[config.mk]
export PLATFORM = sky130hd
export DESIGN_NAME = multicycle_ctrl_flat
export DESIGN_NICKNAME = d
export VERILOG_FILES = /design/src/rtl/mc_pkg.sv /design/src/rtl/multicycle_ctrl_if.sv /design/src/rtl/multicycle_ctrl.sv /design/src/flat_wrapper.sv
export SDC_FILE = /design/constraint.sdc
export NUM_CORES = 1
export LEC_CHECK = 0
export CAP_MARGIN = 10
export CORE_UTILIZATION = 37
export DETAILED_ROUTE_END_ITERATION = 16
export PLACE_DENSITY_LB_ADDON = 0.05
export REMOVE_ABC_BUFFERS = 1
export SLEW_MARGIN = 20
export SYNTH_ARGS = -nofsm -noshare
export SYNTH_HDL_FRONTEND = slang
export SYNTH_SLANG_ARGS = --single-unit
[constraint.sdc]
create_clock -name clk -period 1.35 [get_ports clk]
set_input_delay 0.135 -clock clk [delete_from_list [all_inputs] [get_ports clk]]
set_output_delay 0.135 -clock clk [all_outputs]
set_load 0.05 [all_outputs]
[src/rtl/mc_pkg.sv]
// rtl/mc_pkg.sv - opcode, state and datapath select encodings for the multi-cycle control FSM
package mc_pkg;

  localparam logic [5:0] OP_RTYPE = 6'h00;
  localparam logic [5:0] OP_J     = 6'h02;
  localparam logic [5:0] OP_BEQ   = 6'h04;
  localparam logic [5:0] OP_ADDI  = 6'h08;
  localparam logic [5:0] OP_LW    = 6'h23;
  localparam logic [5:0] OP_SW    = 6'h2B;

  localparam logic [3:0] ST_FETCH  = 4'd0;
  localparam logic [3:0] ST_DECODE = 4'd1;
  localparam logic [3:0] ST_MEMADR = 4'd2;
  localparam logic [3:0] ST_MEMRD  = 4'd3;
  localparam logic [3:0] ST_MEMWB  = 4'd4;
  localparam logic [3:0] ST_MEMWR  = 4'd5;
  localparam logic [3:0] ST_EXEC   = 4'd6;
  localparam logic [3:0] ST_RWB    = 4'd7;
  localparam logic [3:0] ST_ADDIEX = 4'd8;
  localparam logic [3:0] ST_IWB    = 4'd9;
  localparam logic [3:0] ST_BRANCH = 4'd10;
  localparam logic [3:0] ST_JUMP   = 4'd11;

  localparam logic [1:0] ALUOP_ADD   = 2'b00;
  localparam logic [1:0] ALUOP_SUB   = 2'b01;
  localparam logic [1:0] ALUOP_FUNCT = 2'b10;

  localparam logic [1:0] ALUSRCB_B    = 2'b00;
  localparam logic [1:0] ALUSRCB_4    = 2'b01;
  localparam logic [1:0] ALUSRCB_IMM  = 2'b10;
  localparam logic [1:0] ALUSRCB_BOFF = 2'b11;

  localparam logic [1:0] PCSRC_ALU    = 2'b00;
  localparam logic [1:0] PCSRC_ALUOUT = 2'b01;
  localparam logic [1:0] PCSRC_JUMP   = 2'b10;

  typedef struct packed {
    logic       pcwrite;
    logic       irwrite;
    logic       regwrite;
    logic       memread;
    logic       memwrite;
    logic       iord;
    logic       regdst;
    logic       memtoreg;
    logic       alusrca;
    logic [1:0] alusrcb;
    logic [1:0] aluop;
    logic [1:0] pcsource;
    logic       instr_done;
  } ctrl_t;

endpackage

[src/rtl/multicycle_ctrl_if.sv]
// rtl/multicycle_ctrl_if.sv - controller <-> datapath signal bundle
interface multicycle_ctrl_if #(
  parameter int OPW = 6
);
  logic [OPW-1:0] opcode;
  logic           mem_ready;
  logic           zero;
  logic           pcwrite;
  logic           irwrite;
  logic           regwrite;
  logic           memread;
  logic           memwrite;
  logic           iord;
  logic           regdst;
  logic           memtoreg;
  logic           alusrca;
  logic [1:0]     alusrcb;
  logic [1:0]     aluop;
  logic [1:0]     pcsource;
  logic           instr_done;
  logic           illegal_op;

  modport master (
    input  opcode, mem_ready, zero,
    output pcwrite, irwrite, regwrite, memread, memwrite, iord, regdst, memtoreg,
           alusrca, alusrcb, aluop, pcsource, instr_done, illegal_op
  );

  modport slave (
    output opcode, mem_ready, zero,
    input  pcwrite, irwrite, regwrite, memread, memwrite, iord, regdst, memtoreg,
           alusrca, alusrcb, aluop, pcsource, instr_done, illegal_op
  );
endinterface

[src/rtl/multicycle_ctrl.sv]
// rtl/multicycle_ctrl.sv - main control FSM of the multi-cycle CPU
module multicycle_ctrl
  import mc_pkg::*;
#(
  parameter int OPW = 6,
  parameter int STW = 4
) (
  input  logic                clk,
  input  logic                rst,
  multicycle_ctrl_if.master   bus
);

  logic [STW-1:0] state_q, state_d;
  logic           illegal_q, illegal_d;
  ctrl_t          c;

  always_comb begin
    c         = '0;
    state_d   = ST_FETCH;
    illegal_d = illegal_q;
    case (state_q)
      ST_FETCH: begin
        c.memread = 1'b1;
        c.alusrcb = ALUSRCB_4;
        c.aluop   = ALUOP_ADD;
        c.pcsource = PCSRC_ALU;
        if (bus.mem_ready) begin
          c.irwrite = 1'b1;
          c.pcwrite = 1'b1;
          state_d   = ST_DECODE;
        end else begin
          state_d   = ST_FETCH;
        end
      end
      ST_DECODE: begin
        // Speculatively compute the branch target into ALUOut.
        c.alusrcb = ALUSRCB_BOFF;
        c.aluop   = ALUOP_ADD;
        case (bus.opcode)
          OP_LW, OP_SW: state_d = ST_MEMADR;
          OP_RTYPE:     state_d = ST_EXEC;
          OP_ADDI:      state_d = ST_ADDIEX;
          OP_BEQ:       state_d = ST_BRANCH;
          OP_J:         state_d = ST_JUMP;
          default: begin
            illegal_d    = 1'b1;
            c.instr_done = 1'b1;
            state_d      = ST_FETCH;
          end
        endcase
      end
      ST_MEMADR: begin
        c.alusrca = 1'b1;
        c.alusrcb = ALUSRCB_IMM;
        c.aluop   = ALUOP_ADD;
        state_d   = (bus.opcode == OP_SW) ? ST_MEMWR : ST_MEMRD;
      end
      ST_MEMRD: begin
        c.memread = 1'b1;
        c.iord    = 1'b1;
        state_d   = bus.mem_ready ? ST_MEMWB : ST_MEMRD;
      end
      ST_MEMWB: begin
        c.regwrite   = 1'b1;
        c.memtoreg   = 1'b1;
        c.instr_done = 1'b1;
      end
      ST_MEMWR: begin
        c.memwrite   = 1'b1;
        c.iord       = 1'b1;
        c.instr_done = bus.mem_ready;
        state_d      = bus.mem_ready ? ST_FETCH : ST_MEMWR;
      end
      ST_EXEC: begin
        c.alusrca = 1'b1;
        c.alusrcb = ALUSRCB_B;
        c.aluop   = ALUOP_FUNCT;
        state_d   = ST_RWB;
      end
      ST_RWB: begin
        c.regwrite   = 1'b1;
        c.regdst     = 1'b1;
        c.instr_done = 1'b1;
      end
      ST_ADDIEX: begin
        c.alusrca = 1'b1;
        c.alusrcb = ALUSRCB_IMM;
        c.aluop   = ALUOP_ADD;
        state_d   = ST_IWB;
      end
      ST_IWB: begin
        c.regwrite   = 1'b1;
        c.instr_done = 1'b1;
      end
      ST_BRANCH: begin
        c.alusrca    = 1'b1;
        c.alusrcb    = ALUSRCB_B;
        c.aluop      = ALUOP_SUB;
        c.pcsource   = PCSRC_ALUOUT;
        c.pcwrite    = bus.zero;
        c.instr_done = 1'b1;
      end
      ST_JUMP: begin
        c.pcsource   = PCSRC_JUMP;
        c.pcwrite    = 1'b1;
        c.instr_done = 1'b1;
      end
      default: state_d = ST_FETCH;
    endcase
  end

  always_ff @(posedge clk or negedge rst) begin
    if (!rst) begin
      state_q   <= ST_FETCH;
      illegal_q <= 1'b0;
    end else begin
      state_q   <= state_d;
      illegal_q <= illegal_d;
    end
  end

  // Strobes are gated by reset so nothing writes while reset is low, even mid-instruction.
  assign bus.pcwrite    = c.pcwrite    & rst;
  assign bus.irwrite    = c.irwrite    & rst;
  assign bus.regwrite   = c.regwrite   & rst;
  assign bus.memread    = c.memread    & rst;
  assign bus.memwrite   = c.memwrite   & rst;
  assign bus.instr_done = c.instr_done & rst;
  assign bus.iord       = c.iord;
  assign bus.regdst     = c.regdst;
  assign bus.memtoreg   = c.memtoreg;
  assign bus.alusrca    = c.alusrca;
  assign bus.alusrcb    = c.alusrcb;
  assign bus.aluop      = c.aluop;
  assign bus.pcsource   = c.pcsource;
  assign bus.illegal_op = illegal_q;

endmodule

[src/flat_wrapper.sv]
// flat-port wrapper written by rule: the top's interface ports become plain ports
module multicycle_ctrl_flat import mc_pkg::*;
#(
  parameter int OPW = 6,
  parameter int STW = 4
)
  (clk, rst, bus_opcode, bus_mem_ready, bus_zero, bus_pcwrite, bus_irwrite, bus_regwrite, bus_memread, bus_memwrite, bus_iord, bus_regdst, bus_memtoreg, bus_alusrca, bus_alusrcb, bus_aluop, bus_pcsource, bus_instr_done, bus_illegal_op);
  multicycle_ctrl_if #(.OPW(OPW)) bus_i ();
  input  logic clk;
  input  logic rst;
  input wire logic [$bits(bus_i.opcode)-1:0] bus_opcode;
  input wire logic [$bits(bus_i.mem_ready)-1:0] bus_mem_ready;
  input wire logic [$bits(bus_i.zero)-1:0] bus_zero;
  output wire logic [$bits(bus_i.pcwrite)-1:0] bus_pcwrite;
  output wire logic [$bits(bus_i.irwrite)-1:0] bus_irwrite;
  output wire logic [$bits(bus_i.regwrite)-1:0] bus_regwrite;
  output wire logic [$bits(bus_i.memread)-1:0] bus_memread;
  output wire logic [$bits(bus_i.memwrite)-1:0] bus_memwrite;
  output wire logic [$bits(bus_i.iord)-1:0] bus_iord;
  output wire logic [$bits(bus_i.regdst)-1:0] bus_regdst;
  output wire logic [$bits(bus_i.memtoreg)-1:0] bus_memtoreg;
  output wire logic [$bits(bus_i.alusrca)-1:0] bus_alusrca;
  output wire logic [$bits(bus_i.alusrcb)-1:0] bus_alusrcb;
  output wire logic [$bits(bus_i.aluop)-1:0] bus_aluop;
  output wire logic [$bits(bus_i.pcsource)-1:0] bus_pcsource;
  output wire logic [$bits(bus_i.instr_done)-1:0] bus_instr_done;
  output wire logic [$bits(bus_i.illegal_op)-1:0] bus_illegal_op;
  assign bus_i.opcode = bus_opcode;
  assign bus_i.mem_ready = bus_mem_ready;
  assign bus_i.zero = bus_zero;
  assign bus_pcwrite = bus_i.pcwrite;
  assign bus_irwrite = bus_i.irwrite;
  assign bus_regwrite = bus_i.regwrite;
  assign bus_memread = bus_i.memread;
  assign bus_memwrite = bus_i.memwrite;
  assign bus_iord = bus_i.iord;
  assign bus_regdst = bus_i.regdst;
  assign bus_memtoreg = bus_i.memtoreg;
  assign bus_alusrca = bus_i.alusrca;
  assign bus_alusrcb = bus_i.alusrcb;
  assign bus_aluop = bus_i.aluop;
  assign bus_pcsource = bus_i.pcsource;
  assign bus_instr_done = bus_i.instr_done;
  assign bus_illegal_op = bus_i.illegal_op;
  multicycle_ctrl #(.OPW(OPW), .STW(STW)) u_core (.clk(clk), .rst(rst), .bus(bus_i));
endmodule
==> run_results.csv, run 1 <==
group,metric,value,unit
synth,synth_top_area_cell,"dfrtp_1",
floorplanning,pin_count,27,
cts,clock_sink_count,5,
placement,gp_congestion,0.933,
cts,cts_resized,63,
floorplanning,die_w,43.9,um
synth,syn_inst,91,
cts,cts_buffers,3,
floorplanning,die_h,43.9,um
cts,post_cts_buffers,9,
floorplanning,initial_core_util,41.3,%
synth,synth_enable_flop_cells,0,
cts,cts.htree.levels,1,
synth,synth_common_cells,"nor2_1 (15), nand2_1 (8), nor3_1 (7)",
floorplanning,fp-row-count,14,
synth,synthDistinctLibCells,35,
cts,cts_buffer_depth,2,
cts,ctsHoldBuffers,0,
status,lastStage,"4_1_cts",
placement,port_buffers,26,
status,error,"[ERROR DPL-0038] Utilization greater than 100%, impossible to legalize",
synth,synth_area_per_cell,7.15,um^2
synth,synth.top_cell.area_share,19.2,%
synth,ys.warnings.count,0,
synth,yosys_register_bits,5,
synth,netlist_area,651,um^2
cts,cts_root_buffer,"clkbuf_4",
placement,dp.final_hpwl,1940,um
synth,synth-seq-area-share,19.2,%
synth,synth_area_leaders,"dfrtp_1 (19%), nor2_1 (8.7%), nand2b_1 (5.8%)",
status,status,"stopped before the end",
synth,synth.most_common_cell,"nor2_1",
synth,async_reset_ff_share,100,%
synth,synthFlopType,"dfrtp_1",
cell families after synthesis:
group	count (synthesis)	share of synthesized area, %
XOR/XNOR	2	2.69
AND/OR/NAND/NOR	49	39.2
AO/OA/AOI/OAI	24	28.5
flip-flops	5	19.2
buffers and inverters	11	10.4
stage by stage:
step / setup slack [ps] / area (um^2) / cells
3_3_place_gp: -390 / 1340 / 165
3_5_place_dp: -454 / 1340 / 165
2_1_floorplan: -1060 / 598 / 84
==> run 2: changes to the inputs <==
--- a/config.mk
+++ b/config.mk
@@ -6,9 +6,10 @@
 export NUM_CORES = 1
 export LEC_CHECK = 0
 export CAP_MARGIN = 10
-export CORE_UTILIZATION = 37
+export CORE_AREA = 2 2 63 65
 export DETAILED_ROUTE_END_ITERATION = 16
-export PLACE_DENSITY_LB_ADDON = 0.05
+export DIE_AREA = 0 0 65 67
+export PLACE_DENSITY_LB_ADDON = 0.15
 export REMOVE_ABC_BUFFERS = 1
 export SLEW_MARGIN = 20
 export SYNTH_ARGS = -nofsm -noshare
==> constraint.sdc (replaced) <==
create_clock -name clk -period 1.76 [get_ports clk]
set_input_delay 0.176 -clock clk [delete_from_list [all_inputs] [get_ports clk]]
set_output_delay 0.176 -clock clk [all_outputs]
set_load 0.05 [all_outputs]
==> run_results.csv, run 2 <==
group,metric,value,unit
route,drt_first_iter_violations,31,
sta,tns,0,ps
sta,rsz0062_at_grt,"true",
cells_and_area,drive_above_1_share,48.6,%
placement,gp_congestion,0.786,
cells_and_area,n_antenna_cell,0,
power,p_per_area,1510,mW/mm^2
synth,syn_inst,91,
route,drc_errors,0,
sta,worst_slew_pin_slew,490,ps
cts,cts.htree.levels,1,
global_route,grt_use_total,11.3,%
global_route,grt_start_max_net_pins,15,
synth,synth.top_cell.area_share,19.2,%
cells_and_area,utilization,38.5,%
floorplanning,initial_core_util,18.0,%
cells_and_area,layout.nets,151,
cells_and_area,final_cell_mix,"buf_4 (21), buf_12 (16), nor2_1 (11), nand2_1 (8), clkdlybuf4s50_1 (8)",
synth,yosys_register_bits,5,
cells_and_area,fill_cells,366,
route,vias,874,
global_route,antenna_found_initial,0,
cells_and_area,top_register,"u_core.state_q",
sta,setup_viol,0,
cells_and_area,fin_area,0.00139,mm^2
global_route,grt_pass1_wl,3840,um
cts,cts_tree,"built",
synth,netlist_area,651,um^2
placement,dp.final_hpwl,1780,um
floorplanning,die_w,65,um
status,status,"completed",
sta,finalCritPeriodShare,98.1,%
floorplanning,fp-row-count,22,
synth,synthAdderAreaFrac,0,%
global_route,grt_remaining_overflow,0,
floorplanning,die_h,67,um
global_route,grt_pass1_vias,847,
synth,muxShareOfSynthArea,0,%
synth,synth-compound-area-share,28.5,%
floorplanning,core_region_area,0.00361,mm^2
synth,synth_area_per_cell,7.15,um^2
sta,fin_skew,1.77,ps
critical_path,cp_num_buf_inv,2,
critical_path,r2r-end,"u_core.state_q[2]",
cells_and_area,final_common_cell,"buf_4",
route,ant_nets,0,
cts,clock_latency,220,ps
cts,clock_sink_count,5,
critical_path,cp-end-kind,"primary output",
critical_path,r2r_cells,6,
synth,synth-seq-area-share,19.2,%
critical_path,worst-path-max-fanout,3,
cells_and_area,syn_to_final_growth,114,%
worst_hold_path,holdCritPathClass,"in -> async",
placement,port_buffers,26,
synth,synth.most_common_cell,"nor2_1",
synth,synth_enable_flop_cells,0,
critical_path,cp.arrival,1550,ps
route,firstDrtPassIters,4,
power,peakVddDrop,963,uV
route,wl_per_cell,13.3,um
critical_path,cp_slowest_cell,"clkdlybuf4s50_1",
cts,cts_root_buffer,"clkbuf_8",
sta,slew_violations,0,
synth,synth_top_family_by_area,"simple AND/OR/NAND/NOR gates",
critical_path,critPathRequiredTime,1580,ps
synth,synth_area_leaders,"dfrtp_1 (19%), nor2_1 (8.7%), nand2b_1 (5.8%)",
critical_path,cp_cell_sequence,"clkdlybuf4s50_1 -> and3_4 -> a22oi_2 -> nand4_1 -> a21oi_2 -> buf_12",
critical_path,cp-start-kind,"input port",
critical_path,critPathKind,"in -> out",
critical_path,r2r-start,"u_core.state_q[1]",
sta,timing.final.hold_violations,0,
critical_path,rrSetupSlack,80,ps
floorplanning,pin_count,27,
cts,clk_pin_slew,40,ps
synth,ys.warnings.count,0,
cts,cts_buffer_depth,2,
cells_and_area,largest_register_ffs,4,
synth,synth_top_area_cell,"dfrtp_1",
synth,async_reset_ff_share,100,%
critical_path,cp_slowest_stage_delay,440,ps
sta,max_slew_margin,67.2,%
sta,timing.fmax,579,MHz
synth,synthXorXnorAreaFrac,2.69,%
synth,synth-simple-area-share,39.2,%
synth,synthFlopType,"dfrtp_1",
synth,synth_common_cells,"nor2_1 (15), nand2_1 (8), nor3_1 (7)",
power,total_leakage_power,0.000567,uW
cts,cts_buffers,3,
critical_path,path_delay_family,"buffers and inverters",
floorplanning,die-area,0.00436,mm^2
run,cap_violations,0,
route,wirelength,2500,um
placement,place_area,0.00122,mm^2
sta,min_period,1730,ps
synth,synthDistinctLibCells,35,
route,vias_per_cell,4.65,
run 2: logic make-up after synthesis:
kind of cell | Yosys count
buf+inv | 11
xor+xnor | 2
flops | 5
compound gates | 24
simple gates | 49
run 2: power by group:
part	switching [uW]	internal [uW]	leakage, uW
Sequential	77.9	152	0.0000562
Clock	64.5	156	0.0000228
Combinational	873	780	0.000488
run 2: through the flow:
step / instances / hold slack [ps] / setup WS (ps) / total power, uW
floorplan: 84 / -120 / -691 / 966
global placement: 177 / 458 / -68.2 / 1680
detailed placement: 177 / 453 / -107 / 1680
CTS: 183 / 220 / -5.05 / 1930
global route: 188 / 216 / -36.6 / 2230
finish: 188 / 220 / 32.7 / 2100
run 2: worst max path at each step:
stage	start	endpoint	slack [ps]	cells after the start
final	bus_opcode[0]	bus_instr_done	30	6
after global routing	u_core.state_q[1]	bus_alusrcb[1]	-40	6
after CTS	u_core.state_q[2]	bus_memread	-5	4
after detailed placement	bus_opcode[5]	bus_instr_done	-110	6
after global placement	bus_opcode[5]	bus_instr_done	-70	6
after floorplan	u_core.state_q[2]	bus_irwrite	-690	3
run 2: cell type report:
cell class              count  area [um^2]  area share [%]
flip-flops and latches      5          130            9.36
clock buffers               4         45.0            3.24
repair buffers             51          614            44.2
multi-input cells          76          526            37.8
well taps                  48         60.1            4.32
inverters                   4         15.0            1.08
run 2: repair_timing:
| action | 4_1_cts | 5_1_grt |
|---|---|---|
| endpoints found under the setup margin | 6 | 6 |
| setup buffers | 2 | 5 |
| gates resized for setup | 8 | 19 |
| cloned | 0 | 1 |
| hold buffers | 0 | 0 |
| pin swaps | 2 | 3 |
run 2: routing by layer:
layer / GRT usage, % / routed length, um / vias to the layer above
met2: 19.1 / 1250 / 27
li1: - / - / 433
met5: 0 / 0 / -
met3: 3.04 / 105 / 0
met4: 0.798 / 0 / 0
met1: 14.8 / 1150 / 414
run 2: worst reg2reg max path: cells and delay by family (launching register included):
kind                   cells  cell delay [ps]
AND/OR/NAND/NOR            2              460
AO/OA/AOI/OAI              2              310
flip-flops                 1              470
buffers and inverters      2              340
Note: power is estimated with default switching activity, not from simulation.
